[config.mk]
export PLATFORM = sky130hd
export DESIGN_NAME = poly_degree_scan_flat
export DESIGN_NICKNAME = d
export VERILOG_FILES = /design/src/rtl/poly_degree_scan_if.sv /design/src/rtl/poly_degree_scan.sv /design/src/flat_wrapper.sv
export SDC_FILE = /design/constraint.sdc
export NUM_CORES = 1
export LEC_CHECK = 0
export ABC_AREA = 1
export CELL_PAD_IN_SITES_DETAIL_PLACEMENT = 1
export CELL_PAD_IN_SITES_GLOBAL_PLACEMENT = 1
export CORE_UTILIZATION = 36
export DETAILED_ROUTE_END_ITERATION = 10
export PLACE_DENSITY = 0.8
export SLEW_MARGIN = 5
export SYNTH_ARGS = -nofsm -noshare
export SYNTH_HDL_FRONTEND = slang
export SYNTH_SLANG_ARGS = --single-unit
[constraint.sdc]
create_clock -name clk -period 1.75 [get_ports clk]
set_input_delay 0.175 -clock clk [delete_from_list [all_inputs] [get_ports clk]]
set_output_delay 0.175 -clock clk [all_outputs]
set_load 0.05 [all_outputs]
[src/rtl/poly_degree_scan_if.sv]
// Coefficient stream and result bus for poly_degree_scan.
// lead_coef exists only when LEAD_COEF_EN is defined.
interface poly_degree_scan_if #(
    parameter int M  = 4,
    parameter int N  = 16,
    parameter int DW = $clog2(N)
) ();
    logic          start;
    logic          coef_valid;
    logic          coef_ready;
    logic [M-1:0]  coef;
    logic          coef_last;
    logic          busy;
    logic          res_valid;
    logic [DW-1:0] deg;
    logic          is_zero;
`ifdef LEAD_COEF_EN
    logic [M-1:0]  lead_coef;
`endif
    logic          overrun;

    modport master (
        output start, coef_valid, coef, coef_last,
`ifdef LEAD_COEF_EN
        input  lead_coef,
`endif
        input  coef_ready, busy, res_valid, deg, is_zero, overrun
    );

    modport slave (
        input  start, coef_valid, coef, coef_last,
`ifdef LEAD_COEF_EN
        output lead_coef,
`endif
        output coef_ready, busy, res_valid, deg, is_zero, overrun
    );
endinterface

[src/rtl/poly_degree_scan.sv]
// Streams up to N GF(2^M) coefficients (lowest order first) and reports degree,
// zero flag, overrun and, when LEAD_COEF_EN is defined, the leading coefficient.
module poly_degree_scan #(
    parameter int M  = 4,
    parameter int N  = 16,
    parameter int DW = $clog2(N)
) (
    input  logic               clk,
    input  logic               rst_n,
    poly_degree_scan_if.slave  bus
);

    typedef enum logic [1:0] {IDLE, SCAN, DONE} state_t;

    state_t        state_q;
    logic [DW-1:0] idx_q;
    logic [DW-1:0] trk_deg_q, trk_deg_d;
    logic          nz_q, nz_d;
    logic          coef_ready_q;
    logic          busy_q;
    logic          res_valid_q;
    logic [DW-1:0] deg_q;
    logic          is_zero_q;
    logic          overrun_q;
    logic          accept;
    logic          at_max;
    logic          frame_end;
    logic          ovr_d;
`ifdef LEAD_COEF_EN
    logic [M-1:0]  lead_q, lead_d;
    logic [M-1:0]  lead_coef_q;
`endif

    // Zero polynomial reports degree 0 regardless of the tracked index.
    function automatic logic [DW-1:0] result_deg(input logic nz, input logic [DW-1:0] d);
        return nz ? d : '0;
    endfunction

    always_comb begin
        accept    = coef_ready_q && bus.coef_valid;
        at_max    = (idx_q == DW'(N - 1));
        frame_end = accept && (bus.coef_last || at_max);
        ovr_d     = accept && at_max && !bus.coef_last;
        trk_deg_d = trk_deg_q;
        nz_d      = nz_q;
`ifdef LEAD_COEF_EN
        lead_d    = lead_q;
`endif
        if (accept && (bus.coef != '0)) begin
            trk_deg_d = idx_q;
            nz_d      = 1'b1;
`ifdef LEAD_COEF_EN
            lead_d    = bus.coef;
`endif
        end
    end

    always_ff @(posedge clk or negedge rst_n) begin
        if (!rst_n) begin
            state_q      <= IDLE;
            idx_q        <= '0;
            trk_deg_q    <= '0;
            nz_q         <= 1'b0;
            coef_ready_q <= 1'b0;
            busy_q       <= 1'b0;
            res_valid_q  <= 1'b0;
            deg_q        <= '0;
            is_zero_q    <= 1'b1;
            overrun_q    <= 1'b0;
`ifdef LEAD_COEF_EN
            lead_q       <= '0;
            lead_coef_q  <= '0;
`endif
        end else begin
            res_valid_q <= 1'b0;
            case (state_q)
                IDLE: begin
                    if (bus.start) begin
                        idx_q        <= '0;
                        trk_deg_q    <= '0;
                        nz_q         <= 1'b0;
`ifdef LEAD_COEF_EN
                        lead_q       <= '0;
`endif
                        coef_ready_q <= 1'b1;
                        busy_q       <= 1'b1;
                        state_q      <= SCAN;
                    end
                end
                SCAN: begin
                    if (accept) begin
                        idx_q     <= idx_q + DW'(1);
                        trk_deg_q <= trk_deg_d;
                        nz_q      <= nz_d;
`ifdef LEAD_COEF_EN
                        lead_q    <= lead_d;
`endif
                    end
                    // Results are captured on the last-beat edge so they are valid during DONE.
                    if (frame_end) begin
                        coef_ready_q <= 1'b0;
                        res_valid_q  <= 1'b1;
                        deg_q        <= result_deg(nz_d, trk_deg_d);
                        is_zero_q    <= !nz_d;
                        overrun_q    <= ovr_d;
`ifdef LEAD_COEF_EN
                        lead_coef_q  <= nz_d ? lead_d : '0;
`endif
                        state_q      <= DONE;
                    end
                end
                DONE: begin
                    busy_q  <= 1'b0;
                    state_q <= IDLE;
                end
                default: begin
                    coef_ready_q <= 1'b0;
                    busy_q       <= 1'b0;
                    state_q      <= IDLE;
                end
            endcase
        end
    end

    assign bus.coef_ready = coef_ready_q;
    assign bus.busy       = busy_q;
    assign bus.res_valid  = res_valid_q;
    assign bus.deg        = deg_q;
    assign bus.is_zero    = is_zero_q;
    assign bus.overrun    = overrun_q;
`ifdef LEAD_COEF_EN
    assign bus.lead_coef  = lead_coef_q;
`endif

endmodule

[src/flat_wrapper.sv]
// flat-port wrapper written by rule: the top's interface ports become plain ports
module poly_degree_scan_flat 
#(
    parameter int M  = 4,
    parameter int N  = 16,
    parameter int DW = $clog2(N)
)
  (clk, rst_n, bus_start, bus_coef_valid, bus_coef, bus_coef_last, bus_coef_ready, bus_busy, bus_res_valid, bus_deg, bus_is_zero, bus_overrun);
  poly_degree_scan_if #(.M(M), .N(N), .DW(DW)) bus_i ();
  input  logic clk;
  input  logic rst_n;
  input wire logic [$bits(bus_i.start)-1:0] bus_start;
  input wire logic [$bits(bus_i.coef_valid)-1:0] bus_coef_valid;
  input wire logic [$bits(bus_i.coef)-1:0] bus_coef;
  input wire logic [$bits(bus_i.coef_last)-1:0] bus_coef_last;
  output wire logic [$bits(bus_i.coef_ready)-1:0] bus_coef_ready;
  output wire logic [$bits(bus_i.busy)-1:0] bus_busy;
  output wire logic [$bits(bus_i.res_valid)-1:0] bus_res_valid;
  output wire logic [$bits(bus_i.deg)-1:0] bus_deg;
  output wire logic [$bits(bus_i.is_zero)-1:0] bus_is_zero;
  output wire logic [$bits(bus_i.overrun)-1:0] bus_overrun;
  assign bus_i.start = bus_start;
  assign bus_i.coef_valid = bus_coef_valid;
  assign bus_i.coef = bus_coef;
  assign bus_i.coef_last = bus_coef_last;
  assign bus_coef_ready = bus_i.coef_ready;
  assign bus_busy = bus_i.busy;
  assign bus_res_valid = bus_i.res_valid;
  assign bus_deg = bus_i.deg;
  assign bus_is_zero = bus_i.is_zero;
  assign bus_overrun = bus_i.overrun;
  poly_degree_scan #(.M(M), .N(N), .DW(DW)) u_core (.clk(clk), .rst_n(rst_n), .bus(bus_i));
endmodule
== Word level (Yosys, flattened, before mapping) ==
Index checks and enable logic that the tools add are counted.
Widths: inputs -> output; s select.

* Register bits: 20
* Input port bits: 9
* Output and inout port bits: 9

* $add $sub $neg: 1
* Equal/unequal tests: 6
* Muxes and demuxes: 20
* Bitwise logic cells: 2
* Reductions and logical operators: 16

{| class="wikitable"
|+ Operator list
! operator !! count
|-
| $mux 4 || 5
|-
| $pmux 4 s2 || 2
|-
| $mux 1 || 7
|-
| $reduce_and 2->1 || 3
|-
| $reduce_and 3->1 || 2
|-
| $logic_and 1x1->1 || 5
|-
| $add 4x1->4 const B || 1
|-
| $eq 4x4->1 const B || 1
|-
| $mux 2 || 2
|-
| $ne 2x1->1 const B || 2
|-
| $pmux 1 s2 || 2
|-
| $pmux 2 s2 || 1
|-
| $reduce_bool 4->1 || 1
|-
| $pmux 1 s3 || 1
|-
| $eq 2x1->1 const B || 1
|-
| $eq 2x2->1 const B || 1
|-
| $logic_not 1->1 || 2
|-
| $logic_not 2->1 || 1
|-
| $ne 2x2->1 const B || 1
|-
| $not 1->1 || 2
|-
| $reduce_bool 2->1 || 1
|-
| $logic_or 1x1->1 || 1
|}

== Logic depth before layout (Yosys ltp) ==
* Word-level depth: 5
* Mapped depth: 8
* Depth with buffers taken out: 8

== Worst setup path before layout ==
No wires, ideal clock.

* Path kind: flip-flop to flip-flop
* From: register u_core.coef_ready_q, in the netlist u_core.bus.coef_ready
* To: register u_core.deg_q[0], in the netlist u_core.bus.deg[0]
* Library setup time: 0.118 ns
* Arrival: 1.329 ns
* Path slack: 0.303 ns
* Cell stages (with the launch flop): 8
* Clock period less this slack: 1.447 ns
* Path through: dfrtp_1 nand2_2 inv_2 nand2_2 nor2_4 inv_2 nand2_1 nand2_1

* Cells in the longest elaborated chain, start to end: 4
* Elaborated cells on any way between the ends: 7
* Those cells by class: 3 x mux; 4 x reduce/logical

{| class="wikitable"
|+ RTL lines
! item !! line !! text
|-
| start, declared || poly_degree_scan.sv:19 || <nowiki>logic coef_ready_q;</nowiki>
|-
| start signal, assigned || poly_degree_scan.sv:64 || <nowiki>coef_ready_q <= 1'b0;</nowiki>
|-
| start signal, assigned || poly_degree_scan.sv:85 || <nowiki>coef_ready_q <= 1'b1;</nowiki>
|-
| start signal, assigned || poly_degree_scan.sv:101 || <nowiki>coef_ready_q <= 1'b0;</nowiki>
|-
| $logic_and 1x1->1 * || poly_degree_scan.sv:40 || <nowiki>accept = coef_ready_q && bus.coef_valid;</nowiki>
|-
| $logic_and 1x1->1 || poly_degree_scan.sv:49 || <nowiki>if (accept && (bus.coef != '0)) begin</nowiki>
|-
| $mux 4 or $mux 1 (tied branches) || poly_degree_scan.sv:49 ||
|-
| $mux 4 || poly_degree_scan.sv:36 || <nowiki>return nz ? d : '0;</nowiki>
|-
| end signal, assigned || poly_degree_scan.sv:103 || <nowiki>deg_q <= result_deg(nz_d, trk_deg_d);</nowiki>
|-
| end, declared || poly_degree_scan.sv:22 || <nowiki>logic [DW-1:0] deg_q;</nowiki>
|}

Every way passes the cells marked *; elsewhere a longest branch is shown, timed or not.
A chain may end at the register's enable or synchronous reset.

== Final worst setup path ==
* From: register u_core.deg_q[1], in the netlist u_core.bus.deg[1]
* To: output port bus_deg[1]

{| class="wikitable"
|+ RTL lines
! item !! line !! text
|-
| end, declared || flat_wrapper.sv:19 || <nowiki>output wire logic [$bits(bus_i.deg)-1:0] bus_deg;</nowiki>
|}

No word-level cell between the ends.

==> impl_results.md <==
* Post-cts resize count at 0
* FMAX at 596 MHz
* Max_cap viols at 0
* Area of the core at 0.00248 mm2
* FF-to-FF Start: u_core.idx_q[0]
* Clock latency on the worst-skew pair at 0.31 ns
* Hold_buf cts at 0
* Min-Delay Path Class: input port to async pin
* Crit Path Max Fanout at 2
* Design area at 0.00120 mm2
* Power, Total at 1.76 mW
* Synth Register Bits at 20
* Area contributors post-synth: dfrtp_1, nand2_1, nand3_1
* Syn Nets at 126
* CTS max path bufs at 2
* Post-synth top area cell: dfrtp_1
* Count leader, synth: nand2_1
* Top post-synthesis cells by count: nand2_1, dfrtp_1, nand3_1
* Pwr per Cell Area at 1460 mW/mm2
* Final core occ at 0.485
* Drt drc at 0
* Vias at 806
* Ant. Diodes at 0
* Clock share of power at 0.220
* CTS root buf: clkbuf_4
* Post-Syn Area at 938 um2
* Sw Ratio at 0.415
* WP depth at 1
* CTS tree: yes
* Max-slew violation count at 0
* Slowest-stage cell, CP: clkdlybuf4s50_1
* Synth cell types at 16
* TritonCTS Buffers at 3
* Critical Path Source: u_core.bus.deg[1]
* Critical path cell sequence: clkdlybuf4s50_1
* Final worst clock skew at 0.00130 ns
* Tcrit/Tclk final at 0.959
* Worst setup EP type: primary output
* Slew @ Worst Pin at 0.514 ns
* Unrepaired setup endpoints after global routing: false
* Lkg Pwr at 0.636 nW
* Rows at 18
* Post-synth EDFFs at 0
* CTS H-tree lvls at 1
* Hold Vio Cnt, Final at 0
* Combinational Power Share at 0.403
* Peak per-stage delay on the critical path at 0.80 ns
* Placed Area at 0.00115 mm2
* Crit Path Class: register to primary output
* Avg WL per Cell at 13.4 um
* Top Family by Delay on Critical Path: buffers and inverters
* Switch Pwr at 0.730 mW
* Sequential Power Share at 0.377
* Worst R2R Path Depth at 8
* Status: complete, no violations
* First DRT Iteration DRCs at 8
* # Post-CTS Setup Buffers at 0
* Setup TNS at 0 ns
* IO Pins at 18
* Final #Nets at 149
* Total global-route track usage at 0.194
* Placer congestion estimate at 0.736
* Chip Height at 53.1 um
* Final worst setup slack at 0.0715 ns
* Final min period at 1.68 ns
* Setup-failing EPs final at 0
* Vias in the first global route at 822
* Initial antenna violation count at 0
* Yosys top cell area share at 0.507
* First-pass GRT wire length at 3760 um
* Final ANT Viol Nets at 0
* Mapped Cells at 116
* Total grt overflow at 0
* Worst EP required at 1.57 ns
* Syn avg cell area at 8.09 um2
* Slew headroom at 0.656
* Worst-path clk slew at 0.12 ns
* Vias per cell at 4.80
* DP HPWL at 1770 um
* Synth Flop Type: dfrtp_1
* Synth-to-layout area growth at 28.1%
* Setup WS pre-CTS at 0.269 ns
* Layout cells sized above 1 at 0.145
* Starting density of the core at 0.379
* Sequential share of the synthesized area at 0.535
* Routed WL at 2250 um
* Pre-Repair DR Iteration Count at 2
* Share of flip-flops with an asynchronous set or reset at 1.00
* Die width at 53.1 um
* Clk sinks at 20
* Port bufs at 17
* Die area at 0.00281 mm2
* Yosys warns at 0
* Critical path buffers and inverters at 1
* Maximum vdd drop at 0.762 mV
* Critical Path AT at 1.50 ns
* CP Launch Type: register
* Largest net degree at the start of global routing at 21
* P_int at 1.03 mW
cells by family (layout without fill, tap and decap cells):
family / count (synthesis) / after routing / synth area share
compound gates: 5 / 5 / 0.0307
buf+inv: 12 / 34 / 0.0560
flops: 20 / 20 / 0.535
simple gates: 78 / 78 / 0.365
fa+ha+maj: 1 / 1 / 0.0133
worst paths after layout:
check | to | slack, ns
worst max register to register | u_core.bus.deg[1] | 0.31
worst min register to register | u_core.bus.is_zero | 0.47
worst max-delay path | bus_deg[1] | 0.07
min in group clk | u_core.bus.overrun | 0.44
worst min-delay path | u_core.idx_q[0] | 0.19
max in group asynchronous | u_core.bus.is_zero | 1.29
metrics by stage:
stage	hold slack [ns]	cells
floorplan	-0.121	116
global placement	0.463	164
detailed placement	0.453	164
CTS	0.194	168
global route	0.205	168
finish	0.194	168
final cells by class:
class,instances,area [um2]
Clock buffer,3,22.5
Clock inverter,1,30.0
Fill cell,316,1270
Inverter,11,41.3
Multi-Input combinational cell,84,384
Sequential cell,20,502
Tap cell,30,37.5
Timing Repair Buffer,19,185
layer usage:
| metal | vias to the layer above | track usage | part of all wire |
|---|---|---|---|
| li1 | 402 | - | - |
| met2 | 12 | 0.331 | 0.54 |
| met3 | 4 | 0.0374 | 0.027 |
| met1 | 388 | 0.232 | 0.42 |
| met4 | 0 | 0.0921 | 0.018 |
| met5 | - | 0 | 0 |
layout by cell type (no fill, tap or decap):
cell / n
a21oi_1: 3
a21oi_2: 1
buf_4: 3
bufinv_16: 1
clkbuf_4: 3
clkdlybuf4s50_1: 15
dfrtp_1: 19
dfstp_2: 1
dlymetal6s2s_1: 1
ha_1: 1
inv_1: 7
inv_2: 4
nand2_1: 50
nand2_2: 4
nand2_4: 1
nand3_1: 12
nor2_1: 8
nor2_4: 2
o21ai_0: 1
or2_1: 1
registers in the layout (all words and copies together) (netlist names):
name and cells:
u_core.bus.deg 4, u_core.idx_q 4, u_core.bus.res_valid 1, u_core.state_q 2, u_core.bus.is_zero 1, u_core.nz_q 1, u_core.trk_deg_q 4, u_core.bus.coef_ready 1
u_core.bus.overrun 1, u_core.bus.busy 1
power groups by stage:
stage                     sequential, mW  clock, mW  combinational, mW
after floorplan                    0.825          0              0.338
after global placement             0.665          0              0.691
after detailed placement           0.673          0              0.719
after CTS                          0.665      0.392              0.725
after global routing               0.679      0.413              0.783
final                              0.664      0.387              0.710
(Power assumes the default switching activity.)
